==> src/rtl/mem_bank_arb_pkg.sv <==
// Shared types and constants for the banked-memory arbiters and controllers.
// Covers the requester-index type and the degenerate-configuration markers.
package mem_bank_arb_pkg;

    // Configuration markers: purely combinational response path, single requester.
    localparam int LatComb   = 0;
    localparam int SingleReq = 1;

    // Widest requester index carried between the bank arbiters and controllers.
    localparam int MaxIdxW = 8;
    typedef logic [MaxIdxW-1:0] req_idx_t;

    // Requester-index width, never narrower than one bit.
    function automatic int idx_width(input int n);
        return (n <= 2) ? 1 : $clog2(n);
    endfunction

endpackage

==> src/rtl/mem_bank_rsp_pipe.sv <==
// Fixed-latency response tracker: shifts {valid, requester index} alongside the
// bank read pipeline so each grant produces exactly one response Depth cycles later.
module mem_bank_rsp_pipe
    import mem_bank_arb_pkg::*;
#(
    parameter int Depth    = 2,
    parameter int IdxWidth = 2
) (
    input  logic                clk_i,
    input  logic                rst_ni,
    input  logic                in_valid_i,
    input  logic [IdxWidth-1:0] in_idx_i,
    output logic                out_valid_o,
    output logic [IdxWidth-1:0] out_idx_o,
    output logic                busy_o
);

    generate
        if (Depth == LatComb) begin : g_comb
            // Nothing is ever in flight; the response is the grant itself.
            assign out_valid_o = in_valid_i & rst_ni;
            assign out_idx_o   = in_idx_i;
            assign busy_o      = 1'b0;
        end else begin : g_pipe
            logic [Depth-1:0]               vld_q;
            logic [Depth-1:0][IdxWidth-1:0] idx_q;

            always_ff @(posedge clk_i or negedge rst_ni) begin
                if (!rst_ni) begin
                    vld_q <= '0;
                    idx_q <= '0;
                end else begin
                    vld_q[0] <= in_valid_i;
                    idx_q[0] <= in_idx_i;
                    for (int s = 1; s < Depth; s++) begin
                        vld_q[s] <= vld_q[s-1];
                        idx_q[s] <= idx_q[s-1];
                    end
                end
            end

            assign out_valid_o = vld_q[Depth-1];
            assign out_idx_o   = idx_q[Depth-1];
            assign busy_o      = |vld_q;
        end
    endgenerate

endmodule

==> src/rtl/mem_bank_rr_arbiter.sv <==
// Round-robin arbiter sharing one always-ready memory bank among NumReq requesters,
// routing each fixed-latency response back to the requester that was granted.
module mem_bank_rr_arbiter
    import mem_bank_arb_pkg::*;
#(
    parameter int NumReq     = 4,
    parameter int AddrWidth  = 13,
    parameter int DataWidth  = 64,
    parameter int MemLatency = 2
) (
    input  logic                                 clk_i,
    input  logic                                 rst_ni,
    input  logic [NumReq-1:0]                    req_i,
    output logic [NumReq-1:0]                    gnt_o,
    input  logic [NumReq-1:0][AddrWidth-1:0]     addr_i,
    input  logic [NumReq-1:0][DataWidth-1:0]     wdata_i,
    input  logic [NumReq-1:0][DataWidth/8-1:0]   strb_i,
    input  logic [NumReq-1:0]                    we_i,
    output logic [NumReq-1:0]                    rvalid_o,
    output logic [DataWidth-1:0]                 rdata_o,
    output logic                                 mem_req_o,
    output logic [AddrWidth-1:0]                 mem_addr_o,
    output logic [DataWidth-1:0]                 mem_wdata_o,
    output logic [DataWidth/8-1:0]               mem_be_o,
    output logic                                 mem_we_o,
    input  logic [DataWidth-1:0]                 mem_rdata_i,
    output logic                                 busy_o
);

    localparam int IdxW = idx_width(NumReq);

    logic [IdxW-1:0] gnt_idx;
    logic            rsp_valid;
    logic [IdxW-1:0] rsp_idx;

    assign mem_req_o = |req_i;

    generate
        if (NumReq == SingleReq) begin : g_single
            assign gnt_o       = req_i;
            assign gnt_idx     = '0;
            assign mem_addr_o  = addr_i[0];
            assign mem_wdata_o = wdata_i[0];
            assign mem_be_o    = strb_i[0];
            assign mem_we_o    = we_i[0];
        end else begin : g_rr
            logic [IdxW-1:0]   ptr_q, ptr_d;
            logic [NumReq-1:0] gnt_c;
            logic [IdxW-1:0]   idx_c;
            logic              found;
            req_idx_t          cand;

            // First requester at or after the pointer, wrapping modulo NumReq.
            always_comb begin
                gnt_c = '0;
                idx_c = '0;
                found = 1'b0;
                cand  = '0;
                for (int i = 0; i < NumReq; i++) begin
                    cand = req_idx_t'((int'(ptr_q) + i) % NumReq);
                    if (!found && req_i[cand[IdxW-1:0]]) begin
                        found = 1'b1;
                        idx_c = cand[IdxW-1:0];
                    end
                end
                if (found) gnt_c[idx_c] = 1'b1;
            end

            assign ptr_d = !found                         ? ptr_q :
                           (idx_c == IdxW'(NumReq - 1))   ? '0    :
                                                            idx_c + 1'b1;

            always_ff @(posedge clk_i or negedge rst_ni) begin
                if (!rst_ni) ptr_q <= '0;
                else         ptr_q <= ptr_d;
            end

            assign gnt_o       = gnt_c;
            assign gnt_idx     = idx_c;
            assign mem_addr_o  = addr_i[idx_c];
            assign mem_wdata_o = wdata_i[idx_c];
            assign mem_be_o    = strb_i[idx_c];
            assign mem_we_o    = we_i[idx_c];
        end
    endgenerate

    // Writes are tracked too so every grant gets exactly one response.
    mem_bank_rsp_pipe #(
        .Depth    (MemLatency),
        .IdxWidth (IdxW)
    ) u_rsp_pipe (
        .clk_i       (clk_i),
        .rst_ni      (rst_ni),
        .in_valid_i  (mem_req_o),
        .in_idx_i    (gnt_idx),
        .out_valid_o (rsp_valid),
        .out_idx_o   (rsp_idx),
        .busy_o      (busy_o)
    );

    always_comb begin
        rvalid_o = '0;
        for (int k = 0; k < NumReq; k++) begin
            rvalid_o[k] = rsp_valid && (rsp_idx == IdxW'(k));
        end
    end

    assign rdata_o = mem_rdata_i;

endmodule

==> config.mk <==
export PLATFORM = sky130hd
export DESIGN_NAME = mem_bank_rr_arbiter
export DESIGN_NICKNAME = d
export VERILOG_FILES = /design/src/rtl/mem_bank_arb_pkg.sv /design/src/rtl/mem_bank_rsp_pipe.sv /design/src/rtl/mem_bank_rr_arbiter.sv
export SDC_FILE = /design/constraint.sdc
export NUM_CORES = 1
export LEC_CHECK = 0
export BUFFER_PORTS_ARGS = -buffer_cell sky130_fd_sc_hd__buf_2
export CAP_MARGIN = 10
export CELL_PAD_IN_SITES_DETAIL_PLACEMENT = 1
export CELL_PAD_IN_SITES_GLOBAL_PLACEMENT = 1
export CORE_AREA = 2 2 226 228
export DETAILED_ROUTE_END_ITERATION = 6
export DIE_AREA = 0 0 228 230
export GPL_TIMING_DRIVEN = 0
export PLACE_DENSITY_LB_ADDON = 0.3
export SLEW_MARGIN = 0
export SYNTH_ARGS = -nofsm -noshare
export SYNTH_HDL_FRONTEND = slang
export SYNTH_SLANG_ARGS = --single-unit
==> constraint.sdc <==
create_clock -name clk_i -period 2.1 [get_ports clk_i]
set_clock_uncertainty 0.05 [all_clocks]
set_input_delay 0 -clock clk_i [delete_from_list [all_inputs] [get_ports clk_i]]
set_output_delay 0 -clock clk_i [all_outputs]
set_load 0.005 [all_outputs]
==> flow_summary_export.csv, run 1 <==
group,metric,value,unit
status,outcome,"finished with violations",
status,violations,"setup timing",
detailed_routing,drt-pass1-iter-count,4,
die,die_y,230,um
cells_and_area,layout-area-overhead-vs-synth,102,%
detailed_routing,initialDrtViolationCount,407,
worst_setup_path,critical_path_peak_fanout,10,
detailed_routing,via_per_inst,4.79,
synth,synth.yosys.seq_area_share,3.38,%
synth,postSynthCellCount,948,
pwr,power.leakage,5.08,nW
worst_setup_path,crit_path_end,"mem_wdata_o[12]",
worst_setup_path,critical_path.reg2reg.endpoint,"g_rr.ptr_q[1]",
die,core.rowCount,82,
worst_setup_path,critPathLaunchType,"register",
cells_and_area,fillers,6206,
detailed_routing,drt_wl_total,50000,um
timing,grt_setup_unrepaired,"yes",
detailed_routing,met3WireLength,2240,um
detailed_routing,dr_total_vias,10337,
timing,postLayoutSetupSlackWorst,-0.168,ns
worst_setup_path,cp-startpoint,"g_rr.ptr_q[0]",
die,placeableCoreArea,49900,um^2
timing,maxSlewHeadroom,47.5,%
cts,cts_root_buf,"sky130_fd_sc_hd__clkbuf_16",
worst_setup_path,critical_path_rt,2.05,ns
cts,clock_tree.htree_level_count,1,
detailed_routing,top_layer,"met5",
timing,max_slew_violations,0,
hold_path,holdCritPathClass,"input pin to register",
global_routing,gr_util_all_layers,17.5,%
job,maxCapViolCount,0,
detailed_routing,remaining_drcs,0,
synth,yosys_register_bits,8,
placement,gp_congestion,0.926,
pwr,worst_ir_drop_vdd,0.276,mV
global_routing,first_global_vias,10901,
pwr,clock_power_share,2.4,%
die,die_w,228,um
timing,worst_pin_slew,0.781,ns
global_routing,gr-total-overflow,0,
worst_setup_path,r2r.worst_path.cells,6,
cts,tritoncts,"built",
die,die_area,52400,um^2
die,initial_utilization,11.9,%
cts,clk_pin_slew_worst_paths,0.04,ns
synth,synthesis.area,5930,um^2
pwr,p_switching,7.02,mW
synth,yosysWarnings,0,
detailed_routing,routed-wl-met2,25600,um
pwr,internal_power,6.03,mW
timing,hold_violations,0,
timing,final.period_utilization,108,%
cts,clk-insertion-delay-late,0.23,ns
pwr,power.share.switching,53.8,%
timing,achievable-frequency,441,MHz
pwr,combinationalPowerShare,95.3,%
detailed_routing,wirelength_met1,21300,um
detailed_routing,wl_per_cell,23.2,um
placement,pre_cts_ws,-1.06,ns
cells_and_area,drive_gt1_share,62.9,%
global_routing,grt_antenna_before_repair,6,
synth,synth_nets,1362,
synth,yosysUniqueCellTypes,32,
timing,setup-violations-final,89,
timing,post_route_minimum_period,2.27,ns
placement,place_hpwl,39000,um
worst_setup_path,criticalPathCategory,"register to primary output",
cts,cts_inserted_buffers,3,
cts,cts-root-to-sink-buffers,2,
global_routing,first_pass_grt_wire_length,71400,um
global_routing,grt_max_degree,11,
placement,numPortBuffers,509,
pwr,share_seq_of_total_power,2.2,%
synth,syn_avg_cell_area,6.25,um^2
cells_and_area,design.final.nets,1900,
die,io_pins,574,
worst_setup_path,r2r_slack,0.13,ns
detailed_routing,antenna_left,0,
worst_setup_path,worst_ep_arrival_time,2.22,ns
worst_setup_path,timing.rr.start,"g_rr.ptr_q[0]",
worst_setup_path,crit_path_capture_type,"primary output",
cells_and_area,finish.utilization,24.0,%
cts,cts_sinks,8,
pwr,power_density,1090,nW/um^2
==> synthesized netlist by cell type <==
master	instances	area, um^2
sky130_fd_sc_hd__buf_4	64	480
sky130_fd_sc_hd__nor2_1	3	11.3
sky130_fd_sc_hd__dfrtp_1	8	200
sky130_fd_sc_hd__a221oi_1	86	753
sky130_fd_sc_hd__or4_1	1	7.51
sky130_fd_sc_hd__nand3_1	172	861
sky130_fd_sc_hd__nor4b_4	1	23.8
sky130_fd_sc_hd__o21ai_0	81	405
sky130_fd_sc_hd__inv_1	2	7.51
sky130_fd_sc_hd__o21ai_1	6	30.0
sky130_fd_sc_hd__o211a_1	1	10.0
sky130_fd_sc_hd__a21oi_1	2	10.0
sky130_fd_sc_hd__or2_2	2	12.5
sky130_fd_sc_hd__o21bai_1	1	7.51
sky130_fd_sc_hd__nor2b_1	4	25.0
sky130_fd_sc_hd__a32oi_1	86	753
sky130_fd_sc_hd__buf_1	7	26.3
sky130_fd_sc_hd__nor3_1	2	10.0
sky130_fd_sc_hd__a211oi_1	1	7.51
sky130_fd_sc_hd__buf_2	47	235
sky130_fd_sc_hd__clkbuf_1	89	334
sky130_fd_sc_hd__and2_1	1	6.26
sky130_fd_sc_hd__and3_1	2	12.5
sky130_fd_sc_hd__and3b_1	1	8.76
sky130_fd_sc_hd__or4b_1	1	10.0
sky130_fd_sc_hd__buf_6	11	124
sky130_fd_sc_hd__nor4_1	86	538
sky130_fd_sc_hd__clkbuf_2	1	5.00
sky130_fd_sc_hd__nand2_1	90	338
sky130_fd_sc_hd__a211o_1	1	8.76
sky130_fd_sc_hd__nor3b_1	87	653
sky130_fd_sc_hd__nor4_2	1	12.5
==> critical path: stages, from the launching register on <==
cell	delay (ns)
sky130_fd_sc_hd__dfrtp_2	0.44
sky130_fd_sc_hd__nor2b_4	0.10
sky130_fd_sc_hd__or4b_4	0.55
sky130_fd_sc_hd__buf_12	0.17
sky130_fd_sc_hd__buf_16	0.16
sky130_fd_sc_hd__buf_6	0.15
sky130_fd_sc_hd__nand3_1	0.15
sky130_fd_sc_hd__a32oi_4	0.08
sky130_fd_sc_hd__buf_2	0.16
==> sequential cells by signal (all words and copies together), names as in the netlist <==
register / cells
u_rsp_pipe.g_pipe.vld_q: 2
u_rsp_pipe.out_idx_o: 2
u_rsp_pipe.g_pipe.idx_q: 2
g_rr.ptr_q: 2
==> metal layers <==
metal  up-vias  GRT usage [%]
met2       373           32.2
met4         6           2.29
met5         -              0
li1       4819              -
met3        44           2.10
met1      5095           22.2
==> what timing repair did <==
action | 4_1_cts | 5_1_grt
gates resized for setup | 285 | 249
hold buffers | 1 | 0
endpoints found under the hold margin | 8 | 0
pin swaps | 19 | 54
setup endpoints to repair | 94 | 89
cloned | 7 | 6
buffers inserted | 8 | 3
==> worst min path at each step <==
stage                          from                    endpoint  slack (ns)  cells past startpoint
floorplan                    rst_ni               g_rr.ptr_q[0]       -0.35                      0
global placement             rst_ni  u_rsp_pipe.g_pipe.vld_q[1]       -0.20                      1
detailed placement           rst_ni  u_rsp_pipe.g_pipe.vld_q[1]       -0.20                      1
CTS                        req_i[2]  u_rsp_pipe.g_pipe.vld_q[0]        0.09                      3
global route        mem_rdata_i[43]                 rdata_o[43]        0.12                      2
finish                     req_i[2]  u_rsp_pipe.g_pipe.vld_q[0]        0.09                      3
==> stage by stage <==
stage	instance area (um^2)	hold slack (ns)	TNS [ns]	power, mW	instances
final	12000	0.0937	-7.42	13.0	2158
after global routing	12000	0.118	-12.76	14.0	2158
after CTS	10700	0.0927	-11.92	11.5	2148
after detailed placement	9350	-0.200	-75.52	9.35	2131
after global placement	9320	-0.205	-105.86	9.20	2129
after floorplan	5930	-0.346	0	5.31	948
==> cells in the final DEF (no fill, tap or decap), types with 52 or more instances in the layout <==
master                       n
sky130_fd_sc_hd__nor3b_1    87
sky130_fd_sc_hd__buf_2     532
sky130_fd_sc_hd__o21ai_0    79
sky130_fd_sc_hd__a32oi_1    55
sky130_fd_sc_hd__a221oi_2   56
sky130_fd_sc_hd__nor4_1     66
sky130_fd_sc_hd__nand2_1    88
sky130_fd_sc_hd__nand3_2    52
sky130_fd_sc_hd__buf_4      80
sky130_fd_sc_hd__nand3_1   112
==> power by group through the flow <==
| stage | Combinational [mW] | Sequential (mW) | Clock (mW) |
|---|---|---|---|
| detailed placement | 9.10 | 0.247 | 0 |
| CTS | 10.9 | 0.281 | 0.327 |
| global route | 13.4 | 0.297 | 0.327 |
| finish | 12.4 | 0.290 | 0.318 |
| floorplan | 5.08 | 0.232 | 0 |
| global placement | 8.95 | 0.248 | 0 |
==> final cells by class <==
type / count / area (um^2) / area share (%)
Antenna cell: 2 / 5.00 / 0.0418
Clock buffer: 3 / 75.1 / 0.626
Sequential cell: 8 / 203 / 1.69
Tap cell: 672 / 841 / 7.02
Multi-Input combinational cell: 719 / 5950 / 49.7
Buffer: 216 / 1890 / 15.7
Timing Repair Buffer: 536 / 3020 / 25.2
Inverter: 2 / 7.51 / 0.0626
==> cell families (layout without fill, tap and decap cells) <==
family / after synthesis / in the layout / synth area share [%]
AOI/OAI and AO/OA: 265 / 265 / 33.5
DFF: 8 / 8 / 3.38
and+or+nand+nor: 454 / 454 / 42.7
buffers and inverters: 221 / 757 / 20.5
other: 0 / 2 / 0
Note: power is estimated with default switching activity, not from simulation.
==> run 2, diff against run 1 <==
CORE_AREA = 2 2 223 225   (was 2 2 226 228)
DIE_AREA = 0 0 225 227   (was 0 0 228 230)
GPL_ROUTABILITY_DRIVEN = 0   (was not set)
clock period = 1.9 ns   (was 2.1 ns; I/O delays follow)
==> run 2 against run 1 <==
Compared with the run above:
- global-route usage shrank 0.088 points
- largest cell class unchanged
- non-clock buffer count fell by 5
- via count down 0.19%
- worst setup slack got worse by 0.18 ns
- highest routed layer unchanged
- clock power rose by 13%
- critical path depth is 1 lower
- final cell count fell by 2.6%
- routed wire length down 2.1%
- first-iteration DRC count up 51%
- utilization fell by 0.55 points
- the run still ends with setup timing left
- critical endpoint is now mem_wdata_o[1]
==> flow_summary_export.csv, run 2 (same netlist as run 1, synthesis figures left out) <==
group,metric,value,unit
placement,pre_cts_ws,-1.07,ns
worst_setup_path,crit_path_capture_type,"primary output",
detailed_routing,wl_per_cell,23.3,um
worst_setup_path,worst_ep_arrival_time,2.20,ns
global_routing,met3_usage_grt,1.54,%
timing,finalSetupTns,-25.90,ns
die,die_y,227,um
cells_and_area,design.final.nets,1895,
timing,postLayoutSetupSlackWorst,-0.351,ns
worst_setup_path,r2r.worst_path.cells,7,
global_routing,gr_util_all_layers,17.4,%
global_routing,first_pass_grt_wire_length,68600,um
cells_and_area,layout.cells.most_common_list,"sky130_fd_sc_hd__buf_2 (535), sky130_fd_sc_hd__nand3_1 (123), sky130_fd_sc_hd__nand2_1 (89)",
timing,maxSlewHeadroom,29.5,%
timing,achievable-frequency,444,MHz
worst_setup_path,cp_slowest_cell,"sky130_fd_sc_hd__or4_4",
cells_and_area,drive_gt1_share,60.0,%
worst_setup_path,criticalPathCategory,"register to primary output",
cells_and_area,layout-area-overhead-vs-synth,92.3,%
global_routing,first_global_vias,10606,
job,maxCapViolCount,0,
detailed_routing,remaining_drcs,0,
global_routing,global_route.peak_usage_layer,"met2",
cts,cts_sinks,8,
worst_setup_path,crit_path_end,"mem_wdata_o[1]",
global_routing,fraction_of_met1_tracks_used_by_global_routing,22.7,%
worst_setup_path,cp-startpoint,"g_rr.ptr_q[1]",
global_routing,grt_antenna_before_repair,4,
cts,cts-root-to-sink-buffers,2,
pwr,power.leakage,4.91,nW
pwr,power_density,1210,nW/um^2
detailed_routing,initialDrtViolationCount,613,
cts,clk-insertion-delay-late,0.23,ns
pwr,worst_ir_drop_vdd,0.434,mV
timing,setup-violations-final,91,
timing,hold_violations,0,
die,placeableCoreArea,48500,um^2
detailed_routing,via_per_inst,4.91,
die,io_pins,574,
cells_and_area,layout.cells.most_common,"sky130_fd_sc_hd__buf_2",
die,die_w,225,um
worst_setup_path,critPathLaunchType,"register",
timing,worst_pin_slew,1.05,ns
timing,grt_setup_unrepaired,"yes",
cts,tritoncts,"built",
global_routing,gr-total-overflow,0,
timing,post_route_minimum_period,2.25,ns
detailed_routing,drt-pass1-iter-count,5,
worst_setup_path,critical_path_peak_fanout,10,
hold_path,holdCritPathClass,"input pin to asynchronous set/reset pin",
worst_setup_path,timing.critical_path.slowest_cell_delay,0.56,ns
timing,whs,0.0989,ns
worst_setup_path,critical_path.reg2reg.endpoint,"g_rr.ptr_q[0]",
global_routing,grtUsageMet2,32.0,%
status,outcome,"finished with violations",
timing,final.period_utilization,118,%
cts,clock_tree.htree_level_count,1,
worst_setup_path,timing.rr.start,"g_rr.ptr_q[0]",
worst_setup_path,list_of_cells_traversed_by_the_critical_path,"or4_4, buf_4, buf_12, buf_4, nand3_1, a32oi_2, buf_2",
cells_and_area,fillers,5937,
detailed_routing,dr_total_vias,10317,
global_routing,grt_max_degree,11,
die,initial_utilization,12.2,%
status,violations,"setup timing",
placement,numPortBuffers,509,
worst_setup_path,r2r_slack,-0.03,ns
die,core.rowCount,81,
cts,clk_pin_slew_worst_paths,0.04,ns
worst_setup_path,critical_path_rt,1.85,ns
cts,cts_root_buf,"sky130_fd_sc_hd__clkbuf_16",
placement,place_hpwl,38300,um
detailed_routing,antenna_left,0,
timing,max_slew_violations,0,
cts,cts_inserted_buffers,3,
die,die_area,51100,um^2
worst_setup_path,timing.critical_path.mode_cell,"sky130_fd_sc_hd__buf_4",
cells_and_area,multi_input_comb_area,5620,um^2
detailed_routing,drt_wl_total,48900,um
cells_and_area,seq_area,203,um^2
## run 2: cell types whose count changed in the layout (fill, tap and decap cells not counted), sizes merged
cell | previous run | this run
clkbuf | 70 | 73
diode | 2 | 1
buf | 684 | 676
## run 2: how the worst min path moves through the flow
| stage | from | to |
|---|---|---|
| 3_3_place_gp | rst_ni | u_rsp_pipe.out_idx_o[1] |
| 6_report | rst_ni | u_rsp_pipe.out_idx_o[1] |
| 3_5_place_dp | rst_ni | u_rsp_pipe.out_idx_o[1] |
| 5_1_grt | rst_ni | u_rsp_pipe.out_idx_o[1] |
| 2_1_floorplan | rst_ni | g_rr.ptr_q[0] |
| 4_1_cts | req_i[2] | u_rsp_pipe.g_pipe.vld_q[0] |
## run 2: area by class of cell
cell class	instances	share of cell area (%)
Timing Repair Buffer	531	25.4
Inverter	2	0.0659
Buffer	216	15.9
Sequential cell	8	1.78
Multi-Input combinational cell	719	49.3
Clock buffer	3	0.659
Antenna cell	1	0.0220
Tap cell	622	6.83
## run 2: timing repair
item / CTS / global route
pin swaps: 11 / 25
setup buffers: 7 / 2
cloned: 2 / 7
hold buffers: 1 / 0
resized for setup: 224 / 258
endpoints found under the setup margin: 94 / 94
endpoints found under the hold margin: 8 / 0
## run 2: stage by stage
stage / cells / total power, mW / instance area, um^2 / util [%]
2_1_floorplan: 948 / 5.87 / 5930 / -
3_3_place_gp: 2079 / 10.1 / 9250 / 19.1
3_5_place_dp: 2082 / 10.3 / 9300 / 19.2
4_1_cts: 2094 / 12.2 / 10300 / 21.2
5_1_grt: 2102 / 14.7 / 11400 / 23.5
6_report: 2102 / 13.7 / 11400 / 23.5
## run 2: metal layers
layer  up-vias  part of all wire (%)
li1       4779                     -
met1      5161                    43
met2       347                    52
met3        28                   4.1
met4         2                  0.74
met5         -                 0.033
## run 2: power breakdown
group / internal, mW / switching (mW) / leakage, nW
Combinational: 5.75 / 7.31 / 4.78
Clock: 0.272 / 0.0877 / 0.0370
Sequential: 0.236 / 0.0814 / 0.0866
Total: 6.26 / 7.48 / 4.91
## run 2: critical path: cells and delay by family (launching register included)
family / cells / cell delay (ns)
simple gates: 2 / 0.67
flops: 1 / 0.48
buf+inv: 4 / 0.70
compound gates: 1 / 0.12
==> run 3, diff against run 2 <==
CTS_BUF_LIST = sky130_fd_sc_hd__clkbuf_4   (was not set)
==> run 3 against run 2 <==
Compared with the run above:
- the run still ends with setup timing left
- via count about the same
- fmax fell by 2.8%
- sequential share of layout area about the same
- non-clock buffer count unchanged
- critical path depth up 1
- critical endpoint is now mem_wdata_o[61]
- largest cell class unchanged
- largest power group unchanged
==> flow_summary_export.csv, run 3 (same netlist as run 1, synthesis figures left out) <==
group,metric,value,unit
status,outcome,"finished with violations",
status,violations,"setup timing",
cells_and_area,fillers,5958,
detailed_routing,wl_per_cell,23.2,um
global_routing,gr-total-overflow,0,
hold_path,holdCritPathClass,"input pin to asynchronous set/reset pin",
timing,worst_pin_slew,1.03,ns
cts,clk-insertion-delay-late,0.25,ns
die,die_y,227,um
detailed_routing,antenna_left,0,
cts,cts_root_buf,"sky130_fd_sc_hd__clkbuf_4",
pwr,worst_ir_drop_vdd,0.434,mV
worst_setup_path,timing.rr.start,"g_rr.ptr_q[0]",
timing,achievable-frequency,432,MHz
cts,tritoncts,"built",
worst_setup_path,critical_path_rt,1.85,ns
pwr,power_density,1190,nW/um^2
timing,max_slew_violations,0,
worst_setup_path,critPathLaunchType,"register",
cells_and_area,layout.cells.most_common_list,"sky130_fd_sc_hd__buf_2 (533), sky130_fd_sc_hd__nand3_1 (131), sky130_fd_sc_hd__nand2_1 (89)",
worst_setup_path,critical_path_peak_fanout,7,
global_routing,grt_antenna_before_repair,4,
detailed_routing,dr_total_vias,10321,
cells_and_area,multi_input_comb_area,5600,um^2
timing,grt_setup_unrepaired,"yes",
cells_and_area,design.final.nets,1895,
worst_setup_path,r2r.worst_path.cells,9,
die,die_w,225,um
die,io_pins,574,
global_routing,first_pass_grt_wire_length,68500,um
timing,maxSlewHeadroom,30.8,%
cells_and_area,layout-area-overhead-vs-synth,90.2,%
global_routing,first_global_vias,10588,
placement,numPortBuffers,509,
detailed_routing,drt-pass1-iter-count,5,
global_routing,gr_util_all_layers,17.3,%
cells_and_area,layout.cells.most_common,"sky130_fd_sc_hd__buf_2",
detailed_routing,drt_wl_total,48800,um
worst_setup_path,r2r_slack,-0.01,ns
job,maxCapViolCount,0,
cts,clk_pin_slew_worst_paths,0.05,ns
timing,finalSetupTns,-28.57,ns
timing,final.period_utilization,122,%
cts,cts-root-to-sink-buffers,2,
die,core.rowCount,81,
worst_setup_path,crit_path_capture_type,"primary output",
cts,cts_sinks,8,
pwr,power.leakage,4.85,nW
cells_and_area,seq_area,203,um^2
timing,hold_violations,0,
timing,post_route_minimum_period,2.32,ns
detailed_routing,initialDrtViolationCount,523,
global_routing,grt_max_degree,11,
cells_and_area,drive_gt1_share,59.4,%
detailed_routing,remaining_drcs,0,
worst_setup_path,critical_path.reg2reg.endpoint,"g_rr.ptr_q[1]",
timing,postLayoutSetupSlackWorst,-0.417,ns
detailed_routing,via_per_inst,4.91,
timing,whs,0.0789,ns
cts,cts_inserted_buffers,3,
cts,clock_tree.htree_level_count,1,
timing,setup-violations-final,91,
die,initial_utilization,12.2,%
placement,place_hpwl,38300,um
die,die_area,51100,um^2
die,placeableCoreArea,48500,um^2
worst_setup_path,worst_ep_arrival_time,2.27,ns
worst_setup_path,criticalPathCategory,"register to primary output",
run 3: cell count changes in the layout (fill, tap and decap cells not counted), moves of 3 or more:
| cell | delta |
|---|---|
| sky130_fd_sc_hd__clkbuf_16 | -4 |
| sky130_fd_sc_hd__buf_8 | -5 |
| sky130_fd_sc_hd__clkbuf_2 | +3 |
| sky130_fd_sc_hd__buf_6 | +8 |
| sky130_fd_sc_hd__nand3_2 | -9 |
| sky130_fd_sc_hd__nand3_1 | +8 |
run 3: worst max-delay path, cell delays in order, from the launching register on:
cell and delay (ns):
sky130_fd_sc_hd__dfrtp_2 0.43, sky130_fd_sc_hd__nor2b_2 0.06, sky130_fd_sc_hd__buf_6 0.14, sky130_fd_sc_hd__or4b_4 0.59, sky130_fd_sc_hd__clkbuf_16 0.22, sky130_fd_sc_hd__buf_12 0.15, sky130_fd_sc_hd__nand3_1 0.16, sky130_fd_sc_hd__a32oi_4 0.09
sky130_fd_sc_hd__buf_2 0.16
run 3: worst max path at each step:
stage / from / end / cells after the start
after floorplan: g_rr.ptr_q[1] / g_rr.ptr_q[0] / 7
after global placement: g_rr.ptr_q[1] / mem_wdata_o[30] / 7
after detailed placement: g_rr.ptr_q[1] / mem_wdata_o[62] / 8
after CTS: g_rr.ptr_q[0] / mem_wdata_o[11] / 9
after global routing: g_rr.ptr_q[0] / mem_wdata_o[61] / 8
final: g_rr.ptr_q[0] / mem_wdata_o[61] / 8
run 3: what timing repair did:
action | 4_1_cts | 5_1_grt
hold endpoints to repair | 8 | 0
hold buffers | 1 | 0
cloned | 2 | 7
pin swaps | 11 | 23
buffers inserted | 7 | 2
gates resized for setup | 224 | 245
setup endpoints to repair | 94 | 94
run 3: cell type report:
class                   count  area share [%]
multi-input cells         719            49.7
repair buffers            531            25.6
plain buffers             216            15.8
well taps                 622            6.90
flip-flops and latches      8            1.80
clock buffers               3           0.200
inverters                   2          0.0666
diodes                      1          0.0222
run 3: where the power goes:
group,internal [mW],total [mW],switching [mW]
logic,5.69,13.0,7.27
clock network,0.0723,0.130,0.0575
registers,0.235,0.320,0.0849
run 3: per-stage QoR:
| step | util, % | cell area (um^2) | instances | worst slack, ns | total power, mW |
|---|---|---|---|---|---|
| floorplan | - | 5930 | 948 | 0.142 | 5.87 |
| global placement | 19.1 | 9250 | 2079 | -1.65 | 10.1 |
| detailed placement | 19.2 | 9300 | 2082 | -1.07 | 10.3 |
| CTS | 21.1 | 10200 | 2094 | -0.447 | 11.9 |
| global route | 23.2 | 11300 | 2102 | -0.468 | 14.4 |
| finish | 23.2 | 11300 | 2102 | -0.417 | 13.4 |
run 3: metal layers:
| layer | up-vias | track usage, % | part of all wire (%) |
|---|---|---|---|
| met1 | 5159 | 22.9 | 43 |
| met5 | - | 0 | 0.033 |
| met4 | 2 | 1.50 | 0.67 |
| met2 | 351 | 31.9 | 52 |
| li1 | 4788 | - | - |
| met3 | 21 | 1.34 | 4.3 |
